===== config.mk =====
export PLATFORM = sky130hd
export DESIGN_NAME = alu_control_mc
export DESIGN_NICKNAME = d
export VERILOG_FILES = /design/src/rtl/alu_control_mc.sv
export SDC_FILE = /design/constraint.sdc
export NUM_CORES = 1
export LEC_CHECK = 0
export CAP_MARGIN = 25
export CORE_MARGIN = 2
export CORE_UTILIZATION = 56
export DETAILED_ROUTE_END_ITERATION = 12
export DONT_BUFFER_PORTS = 1
export PLACE_DENSITY_LB_ADDON = 0.12
export SETUP_SLACK_MARGIN = 0.05
export SLEW_MARGIN = 20
export SYNTH_ARGS = -nofsm -noshare
export SYNTH_HDL_FRONTEND = slang
export SYNTH_SLANG_ARGS = --single-unit

===== constraint.sdc =====
create_clock -name clk -period 2.05 [get_ports clk]
set_input_delay 0.41 -clock clk [delete_from_list [all_inputs] [get_ports clk]]
set_output_delay 0.41 -clock clk [all_outputs]
set_load 0.02 [all_outputs]

===== src/rtl/alu_control_mc.sv =====
// ALU control decode for a multi-cycle MIPS-style EX stage, plus the sequencer
// that issues mult/div, holds the front end while it runs and strobes HI/LO.
module alu_control_mc #(
  parameter int FUNCT_W = 6,
  parameter int ALUOP_W = 3,
  parameter int CTRL_W  = 4,
  parameter int MD_LAT  = 32
) (
  input  logic               clk,
  input  logic               rst_n,
  input  logic               valid,
  input  logic               flush,
  input  logic [ALUOP_W-1:0] ALUOp,
  input  logic [FUNCT_W-1:0] funct,
  output logic [CTRL_W-1:0]  ALUCtrl,
  output logic               JumpReg,
  output logic               Shift,
  output logic               Jalr,
  output logic               md_start,
  output logic [1:0]         md_op,
  output logic               hilo_we,
  output logic               hilo_sel,
  output logic               stall,
  output logic [1:0]         state_dbg
);

  localparam logic [ALUOP_W-1:0] OP_ADD = ALUOP_W'(3'b000);
  localparam logic [ALUOP_W-1:0] OP_SUB = ALUOP_W'(3'b001);
  localparam logic [ALUOP_W-1:0] OP_R   = ALUOP_W'(3'b010);
  localparam logic [ALUOP_W-1:0] OP_BNE = ALUOP_W'(3'b011);
  localparam logic [ALUOP_W-1:0] OP_SLT = ALUOP_W'(3'b100);
  localparam logic [ALUOP_W-1:0] OP_AND = ALUOP_W'(3'b101);
  localparam logic [ALUOP_W-1:0] OP_OR  = ALUOP_W'(3'b110);
  localparam logic [ALUOP_W-1:0] OP_XOR = ALUOP_W'(3'b111);

  localparam logic [FUNCT_W-1:0] F_SLL   = FUNCT_W'(6'h00);
  localparam logic [FUNCT_W-1:0] F_SRL   = FUNCT_W'(6'h02);
  localparam logic [FUNCT_W-1:0] F_SRA   = FUNCT_W'(6'h03);
  localparam logic [FUNCT_W-1:0] F_JR    = FUNCT_W'(6'h08);
  localparam logic [FUNCT_W-1:0] F_JALR  = FUNCT_W'(6'h09);
  localparam logic [FUNCT_W-1:0] F_MFHI  = FUNCT_W'(6'h10);
  localparam logic [FUNCT_W-1:0] F_MFLO  = FUNCT_W'(6'h12);
  localparam logic [FUNCT_W-1:0] F_MULT  = FUNCT_W'(6'h18);
  localparam logic [FUNCT_W-1:0] F_MULTU = FUNCT_W'(6'h19);
  localparam logic [FUNCT_W-1:0] F_DIV   = FUNCT_W'(6'h1A);
  localparam logic [FUNCT_W-1:0] F_DIVU  = FUNCT_W'(6'h1B);
  localparam logic [FUNCT_W-1:0] F_ADD   = FUNCT_W'(6'h20);
  localparam logic [FUNCT_W-1:0] F_SUB   = FUNCT_W'(6'h22);
  localparam logic [FUNCT_W-1:0] F_AND   = FUNCT_W'(6'h24);
  localparam logic [FUNCT_W-1:0] F_OR    = FUNCT_W'(6'h25);
  localparam logic [FUNCT_W-1:0] F_XOR   = FUNCT_W'(6'h26);
  localparam logic [FUNCT_W-1:0] F_NOR   = FUNCT_W'(6'h27);
  localparam logic [FUNCT_W-1:0] F_SLT   = FUNCT_W'(6'h2A);

  localparam logic [CTRL_W-1:0] C_AND = CTRL_W'(4'b0000);
  localparam logic [CTRL_W-1:0] C_OR  = CTRL_W'(4'b0001);
  localparam logic [CTRL_W-1:0] C_ADD = CTRL_W'(4'b0010);
  localparam logic [CTRL_W-1:0] C_BNE = CTRL_W'(4'b0011);
  localparam logic [CTRL_W-1:0] C_SUB = CTRL_W'(4'b0110);
  localparam logic [CTRL_W-1:0] C_SLT = CTRL_W'(4'b0111);
  localparam logic [CTRL_W-1:0] C_NOR = CTRL_W'(4'b1000);
  localparam logic [CTRL_W-1:0] C_XOR = CTRL_W'(4'b1001);
  localparam logic [CTRL_W-1:0] C_SLL = CTRL_W'(4'b1010);
  localparam logic [CTRL_W-1:0] C_SRA = CTRL_W'(4'b1011);
  localparam logic [CTRL_W-1:0] C_SRL = CTRL_W'(4'b1100);

  localparam logic [7:0] CNT_LOAD = 8'(MD_LAT - 1);

  typedef enum logic [1:0] {
    S_IDLE = 2'd0,
    S_BUSY = 2'd1,
    S_DONE = 2'd2
  } state_t;

  state_t     state;
  logic [7:0] cnt;
  logic       muldiv;
  logic       mfhilo;
  logic       issue;
  logic       busy;

  always_comb begin
    ALUCtrl  = C_AND;
    JumpReg  = 1'b0;
    Shift    = 1'b0;
    Jalr     = 1'b0;
    muldiv   = 1'b0;
    mfhilo   = 1'b0;
    hilo_sel = 1'b0;
    case (ALUOp)
      OP_ADD: ALUCtrl = C_ADD;
      OP_SUB: ALUCtrl = C_SUB;
      OP_BNE: ALUCtrl = C_BNE;
      OP_SLT: ALUCtrl = C_SLT;
      OP_AND: ALUCtrl = C_AND;
      OP_OR:  ALUCtrl = C_OR;
      OP_XOR: ALUCtrl = C_XOR;
      OP_R: begin
        case (funct)
          F_SLL:  begin ALUCtrl = C_SLL; Shift = 1'b1; end
          F_SRL:  begin ALUCtrl = C_SRL; Shift = 1'b1; end
          F_SRA:  begin ALUCtrl = C_SRA; Shift = 1'b1; end
          F_JR:   JumpReg = 1'b1;
          F_JALR: begin JumpReg = 1'b1; Jalr = 1'b1; end
          F_ADD:  ALUCtrl = C_ADD;
          F_SUB:  ALUCtrl = C_SUB;
          F_AND:  ALUCtrl = C_AND;
          F_OR:   ALUCtrl = C_OR;
          F_XOR:  ALUCtrl = C_XOR;
          F_NOR:  ALUCtrl = C_NOR;
          F_SLT:  ALUCtrl = C_SLT;
          // mult/div keep ALUCtrl at its zero default; the ALU result is unused.
          F_MULT, F_MULTU, F_DIV, F_DIVU: muldiv = 1'b1;
          F_MFHI: begin mfhilo = 1'b1; hilo_sel = 1'b1; end
          F_MFLO: mfhilo = 1'b1;
          default: ;
        endcase
      end
      default: ;
    endcase
  end

  // Handshake: valid qualifies the EX-stage instruction; stall is the only
  // back-pressure (the EX stage may advance when stall=0), and flush kills
  // the instruction in the cycle it is seen, overriding valid.
  assign busy     = (state == S_BUSY);
  assign issue    = (state == S_IDLE) && valid && muldiv && !flush;
  assign md_start = rst_n && issue;
  assign stall    = rst_n && (issue || busy || (valid && mfhilo && (busy || issue)));
  assign state_dbg = state;

  always_ff @(posedge clk or negedge rst_n) begin
    if (!rst_n) begin
      state   <= S_IDLE;
      cnt     <= 8'd0;
      md_op   <= 2'b00;
      hilo_we <= 1'b0;
    end else begin
      hilo_we <= 1'b0;
      case (state)
        S_IDLE: begin
          if (issue) begin
            state <= S_BUSY;
            cnt   <= CNT_LOAD;
            md_op <= funct[1:0];
          end
        end
        S_BUSY: begin
          if (flush) begin
            state <= S_IDLE;
            cnt   <= 8'd0;
          end else if (cnt == 8'd0) begin
            state   <= S_DONE;
            hilo_we <= 1'b1;
          end else begin
            cnt <= cnt - 8'd1;
          end
        end
        // The held muldiv is still valid here, so DONE must not re-issue.
        S_DONE:  state <= S_IDLE;
        default: state <= S_IDLE;
      endcase
    end
  end

endmodule


==> results of run 1 <==
[per-stage QoR]
stage / hold slack [ns] / worst slack [ns]
detailed placement: 0.115 / 0.202
global placement: 0.115 / 0.221
floorplan: 0.114 / -0.0439
CTS: 0.281 / 0.151
global route: 0.268 / 0.0620
finish: 0.286 / 0.149
[worst max-delay path: cells and delay by family (launching register included)]
kind | cells | cell delay, ns
AND/OR/NAND/NOR | 2 | 0.60
AO/OA/AOI/OAI | 1 | 0.07
flip-flops | 1 | 0.38
buffers and inverters | 1 | 0.17
[sequential cells by signal, indices dropped and copies added (netlist names)]
register	count
md_op	2
cnt	8
hilo_we	1
state_dbg	2
[power by group]
part | internal (mW) | switching [mW]
Sequential | 0.278 | 0.0292
Clock | 0.0755 | 0.0789
Combinational | 0.0712 | 0.103
Total | 0.425 | 0.211
[metal layers]
metal  wire length (um)  track usage, %
met1               1160            38.7
met2               1050            36.4
met3                178            8.46
met4                 20            3.33
met5                  0               0
[cell usage in the layout (no fill, tap or decap), types with 2 or more instances in the layout]
cell      instances
or2_2             3
or3b_2            2
inv_1             8
nand3b_1          2
nor3_2            2
o21ai_1           2
nand4_1           3
dfrtp_1          13
ha_1              2
nor2_1           11
a21oi_1          11
nand2b_1          4
xnor2_1           2
buf_4            11
nand2_1           5
nor4_2            2
mux2_2            3
clkbuf_4          3
o21ai_0          10
nand3_1           4
nor3_1            5
a31oi_1           5
nor2b_1           4
nor4_1            2
[cell type report]
type	instances	area [um^2]
multi-input combinational	100	684
sequential	13	325
tap	25	31.3
timing repair buffer	12	92.6
fill	153	556
inverter	8	30.0
clock buffer	4	26.3
[what timing repair did]
action	4_1_cts	5_1_grt
hold endpoints to repair	13	0
buffers inserted	0	0
hold buffers	1	0
[final timing paths]
| kind | to | start | slack (ns) | cells after the start |
|---|---|---|---|---|
| hold / removal | md_op[0]$_DFFE_PN0P_ | funct[0] | 0.29 | 1 |
| setup reg to reg | cnt[0]$_DFFE_PN0P_ | cnt[1]$_DFFE_PN0P_ | 0.19 | 6 |
| min in group asynchronous | cnt[5]$_DFFE_PN0P_ | rst_n | 0.56 | 1 |
| hold reg to reg | cnt[7]$_DFFE_PN0P_ | cnt[7]$_DFFE_PN0P_ | 0.49 | 1 |
| max in group asynchronous | hilo_we$_DFF_PN0_ | rst_n | 1.11 | 1 |
| setup / recovery | stall | state_dbg[0]$_DFFE_PN0P_ | 0.15 | 4 |
[kinds of logic after synthesis]
group                    count (synthesis)  synth area share [%]
flip-flops                              13                  31.2
buffers and inverters                   17                  7.32
AND/OR/NAND/NOR                         54                  30.9
adder cells (fa/ha/maj)                  2                  2.40
AO/OA/AOI/OAI                           39                  23.3
multiplexers                             3                  3.24
XOR/XNOR                                 2                  1.68
==> flow_summary_export.csv, run 1 <==
group,metric,value,unit
outcome,status,"complete, no violations",
timing,timing.setup.tns,0,ns
critical_path,setup.worst_path.class,"flip-flop to output pin",
timing,period_share,92.7,%
critical_path,critical_path.cell_chain,"buf_4 > nor2b_1 > a41oi_2 > nor2_1",
timing,period_needed,1.90,ns
drt,drtAntennaViolNets,0,
critical_path,required,1.64,ns
timing,tightest_slew,0.595,ns
drt,totalWireLength,2410,um
finish,stdcell_area,0.00119,mm^2
synth,synth_seq_area_share,31.2,%
die,core-area,0.00175,mm^2
clocking,cts_made_buffers,3,
critical_path,cp_data_arrival_time,1.49,ns
timing,finClkSkew,0.00697,ns
drt,via_per_inst,6.23,
synth,syn_avg_cell_area,8.02,um^2
power_and_ir_drop,power_density,534,mW/mm^2
die,die_width,47.1,um
synth,synthCells,130,
placed_design,hpwl,1820,um
clocking,cts_root_buf,"clkbuf_4",
global_routing,antenna_found_initial,0,
finish,area_growth,14.2,%
placed_design,gp_congestion,0.908,
clocking,insertion_delay,0.28,ns
clocking,clk_pin_slew,0.07,ns
synth,synth.area.top_cells,"dfrtp_1 31%, a21oi_1 5.3%, o21ai_0 4.8%",
synth,dominantRegCellSynth,"dfrtp_1",
clocking,cts_resized,0,
critical_path,cpPeakStageDelay,0.38,ns
timing,fmax,526,MHz
synth,synth.most_common_cell,"dfrtp_1",
drt,wire_per_inst,14.9,um
finish,layoutNonFillerInstCount,162,
finish,drive_gt1_share,23.4,%
power_and_ir_drop,finalPower,0.636,mW
die,fp-row-count,15,
die,ios,28,
finish,diodes,0,
drt,drc,0,
critical_path,endpoint_kind,"output pin",
placed_design,io_buffers,0,
timing,finalMaxSlewViolations,0,
timing,slew_headroom,60.0,%
critical_path,crit_slowest_cell,"dfrtp_1",
die,die_h,47.1,um
synth,ys.warnings.count,0,
synth,synth-seq-cells,13,
global_routing,grt_overflow,0,
die,die_area,0.00222,mm^2
finish,nNetsFinal,153,
min_path,min_path_type,"primary input to flip-flop",
finish,final_core_util,68.2,%
drt,firstDrtPassIters,5,
global_routing,grt_max_degree,14,
placed_design,placed_area,0.00115,mm^2
synth,synth_top_area_share,31.2,%
synth,async_reset_ff_share,100,%
synth,synth_edf_count,0,
synth,synthesis.nets,145,
placed_design,dp_cells,157,
clocking,cts_max_level,1,
global_routing,grt_pass1_vias,867,
critical_path,startpoint_type,"flip-flop",
power_and_ir_drop,worst_ir_drop_vdd,0.435,mV
clocking,clock-sinks,13,
synth,post_synth_num_cell_types,40,
clocking,tritoncts,"built",
timing,setup_viol,0,
synth,netlist_area,0.00104,mm^2
power_and_ir_drop,p_leak,0.485,nW
global_routing,grt_use_total,25.6,%
timing,rsz0062_at_grt,"no",
drt,detail_route.iter0.violations,33,
drt,vias,1009,
clocking,cts_buffer_depth,2,
global_routing,grt_pass1_wl,3930,um
synth,synthTopCellsByCount,"13 x dfrtp_1, 11 x a21oi_1, 11 x nor2_1",
critical_path,crit_fanout,4,
die,initial_core_util,59.7,%
timing,finalHoldViolations,0,
flow_run,drv_cap,0,
synth,synth_top_area_cell,"dfrtp_1",
No activity file was read; power rests on OpenSTA's default activity.
==> inputs of run 2 (changes only) <==
--- a/config.mk
+++ b/config.mk
@@ -6,11 +6,12 @@
 export NUM_CORES = 1
 export LEC_CHECK = 0
 export CAP_MARGIN = 25
-export CORE_MARGIN = 2
+export CORE_MARGIN = 8
 export CORE_UTILIZATION = 56
 export DETAILED_ROUTE_END_ITERATION = 12
 export DONT_BUFFER_PORTS = 1
-export PLACE_DENSITY_LB_ADDON = 0.12
+export MAX_ROUTING_LAYER = met4
+export PLACE_DENSITY_LB_ADDON = 0.1
 export SETUP_SLACK_MARGIN = 0.05
 export SLEW_MARGIN = 20
 export SYNTH_ARGS = -nofsm -noshare
==> run 2 against run 1 <==
Net effect:
- design area fell by 0.32%
- die area rose by 57%
- worst hold slack lost 0.0064 ns
- final cell count is 0.62% lower
- global-route usage fell by 9.0 points
- register-to-register slack gained 0.08 ns
- sequential power barely moved
- wire length rose by 11%
- clock-buffer cell count did not move
- worst setup slack worse by 0.015 ns
- critical endpoint unchanged
- highest routed layer unchanged
==> flow_summary_export.csv, run 2 (same netlist as run 1, synthesis figures left out) <==
group,metric,value,unit
finish,final_core_util,68.0,%
die,fp-row-count,15,
global_routing,antenna_found_initial,0,
die,die_width,59.1,um
drt,detail_route.iter0.violations,44,
clocking,post_cts_buffers,0,
drt,totalWireLength,2670,um
global_routing,grt_max_degree,14,
timing,rsz0062_at_grt,"no",
global_routing,grt_use_total,16.6,%
critical_path,startpoint_type,"flip-flop",
timing,finClkSkew,0.00317,ns
critical_path,required,1.64,ns
finish,area_growth,13.8,%
clocking,insertion_delay,0.28,ns
drt,via_per_inst,6.18,
die,die_area,0.00350,mm^2
timing,setup_viol,0,
critical_path,r2r_slack,0.27,ns
timing,period_share,93.5,%
clocking,cts_root_buf,"clkbuf_4",
power_and_ir_drop,p_leak,0.482,nW
drt,drc,0,
finish,final_cell_mix,"12 x dfrtp_1, 11 x nor2_1, 11 x a21oi_1",
global_routing,grt_pass1_wl,4400,um
min_path,whs_path_depth,1,
global_routing,grt_overflow,0,
critical_path,reg2reg_to,"cnt[0]$_DFFE_PN0P_",
finish,largest_reg_flops,8,
critical_path,startpoint,"state_dbg[0]$_DFFE_PN0P_",
flow_run,drv_cap,0,
timing,slew_headroom,58.5,%
clocking,clock-sinks,13,
critical_path,endpoint_kind,"output pin",
power_and_ir_drop,worst_ir_drop_vdd,0.349,mV
placed_design,gp_congestion,0.820,
outcome,status,"complete, no violations",
clocking,cts_max_level,1,
clocking,clk_pin_slew,0.07,ns
drt,wire_per_inst,16.6,um
placed_design,io_buffers,0,
drt,vias,995,
clocking,cts_buffer_depth,2,
die,initial_core_util,59.7,%
timing,tightest_slew,0.617,ns
finish,drive_gt1_share,23.5,%
finish,diodes,0,
timing,period_needed,1.92,ns
finish,fillers,166,
finish,max_flop_register,"cnt",
global_routing,grt_pass1_vias,948,
critical_path,r2r_start,"cnt[5]$_DFFE_PN0P_",
finish,mostFrequentLayoutCell,"dfrtp_1",
timing,finalHoldViolations,0,
drt,firstDrtPassIters,4,
timing,timing.setup.tns,0,ns
min_path,min_path_type,"primary input to flip-flop",
critical_path,reg2reg_depth,4,
critical_path,setup.worst_path.class,"flip-flop to output pin",
die,die_h,59.1,um
critical_path,cp_data_arrival_time,1.51,ns
placed_design,hpwl,1960,um
critical_path,crit_fanout,8,
drt,drtAntennaViolNets,0,
power_and_ir_drop,power_density,544,mW/mm^2
die,core-area,0.00175,mm^2
die,ios,28,
timing,fmax,522,MHz
clocking,tritoncts,"built",
critical_path,crit_end,"stall",
timing,finalMaxSlewViolations,0,
clocking,cts_made_buffers,3,
finish,nNetsFinal,152,
-- run 2: power breakdown --
group	total (mW)	switching [mW]	internal, mW
logic	0.182	0.108	0.0735
clock network	0.158	0.0826	0.0757
registers	0.305	0.0271	0.278
-- run 2: through the flow --
stage	instance area, um^2	cells	hold WS (ns)	power (mW)	worst slack [ns]
detailed placement	1150	156	0.115	0.478	0.179
global placement	1150	156	0.115	0.473	0.187
global route	1190	161	0.262	0.685	0.0758
CTS	1180	161	0.273	0.643	0.0597
finish	1190	161	0.279	0.645	0.134
floorplan	1090	130	0.114	0.456	-0.0439
-- run 2: repair_timing --
item / in CTS / in global routing
gates resized for setup: 0 / 2
hold buffers: 1 / 0
setup endpoints to repair: 0 / 2
hold endpoints to repair: 13 / 0
-- run 2: worst min-delay path by stage --
stage / slack, ns / start / to
2_1_floorplan: 0.11 / rst_n / cnt[0]$_DFFE_PN0P_
3_3_place_gp: 0.11 / rst_n / cnt[2]$_DFFE_PN0P_
3_5_place_dp: 0.11 / rst_n / cnt[4]$_DFFE_PN0P_
4_1_cts: 0.27 / funct[1] / md_op[1]$_DFFE_PN0P_
5_1_grt: 0.26 / funct[1] / md_op[1]$_DFFE_PN0P_
6_report: 0.28 / funct[1] / md_op[1]$_DFFE_PN0P_
-- run 2: layer usage --
layer / up-vias / GRT usage [%] / wire length, um
met5: - / - / 0
met4: 0 / 6.14 / 39
met3: 6 / 6.51 / 254
met2: 41 / 22.4 / 1140
met1: 460 / 21.5 / 1230
li1: 488 / - / -
-- run 2: critical path: stages, from the launching register on --
cell and delay, ns:
dfrtp_1 0.43, nor2b_1 0.19, a41oi_2 0.36, nor2_1 0.08
buf_4 0.17
-- run 2: layout make-up --
cell class / count / area [um^2] / share of cell area [%]
Multi-Input combinational cell: 100 / 687 / 57.9
Clock buffer: 4 / 26.3 / 2.22
Inverter: 8 / 30.0 / 2.53
Timing Repair Buffer: 11 / 85.1 / 7.17
Sequential cell: 13 / 327 / 27.5
Tap cell: 25 / 31.3 / 2.64
==> inputs of run 3 (changes only) <==
--- a/config.mk
+++ b/config.mk
@@ -10,6 +10,7 @@
 export CORE_UTILIZATION = 56
 export DETAILED_ROUTE_END_ITERATION = 12
 export DONT_BUFFER_PORTS = 1
+export HOLD_SLACK_MARGIN = 0.08
 export MAX_ROUTING_LAYER = met4
 export PLACE_DENSITY_LB_ADDON = 0.1
 export SETUP_SLACK_MARGIN = 0.05
==> results of run 3 <==
Final layout, timing and power as in run 2 (identical DEF).
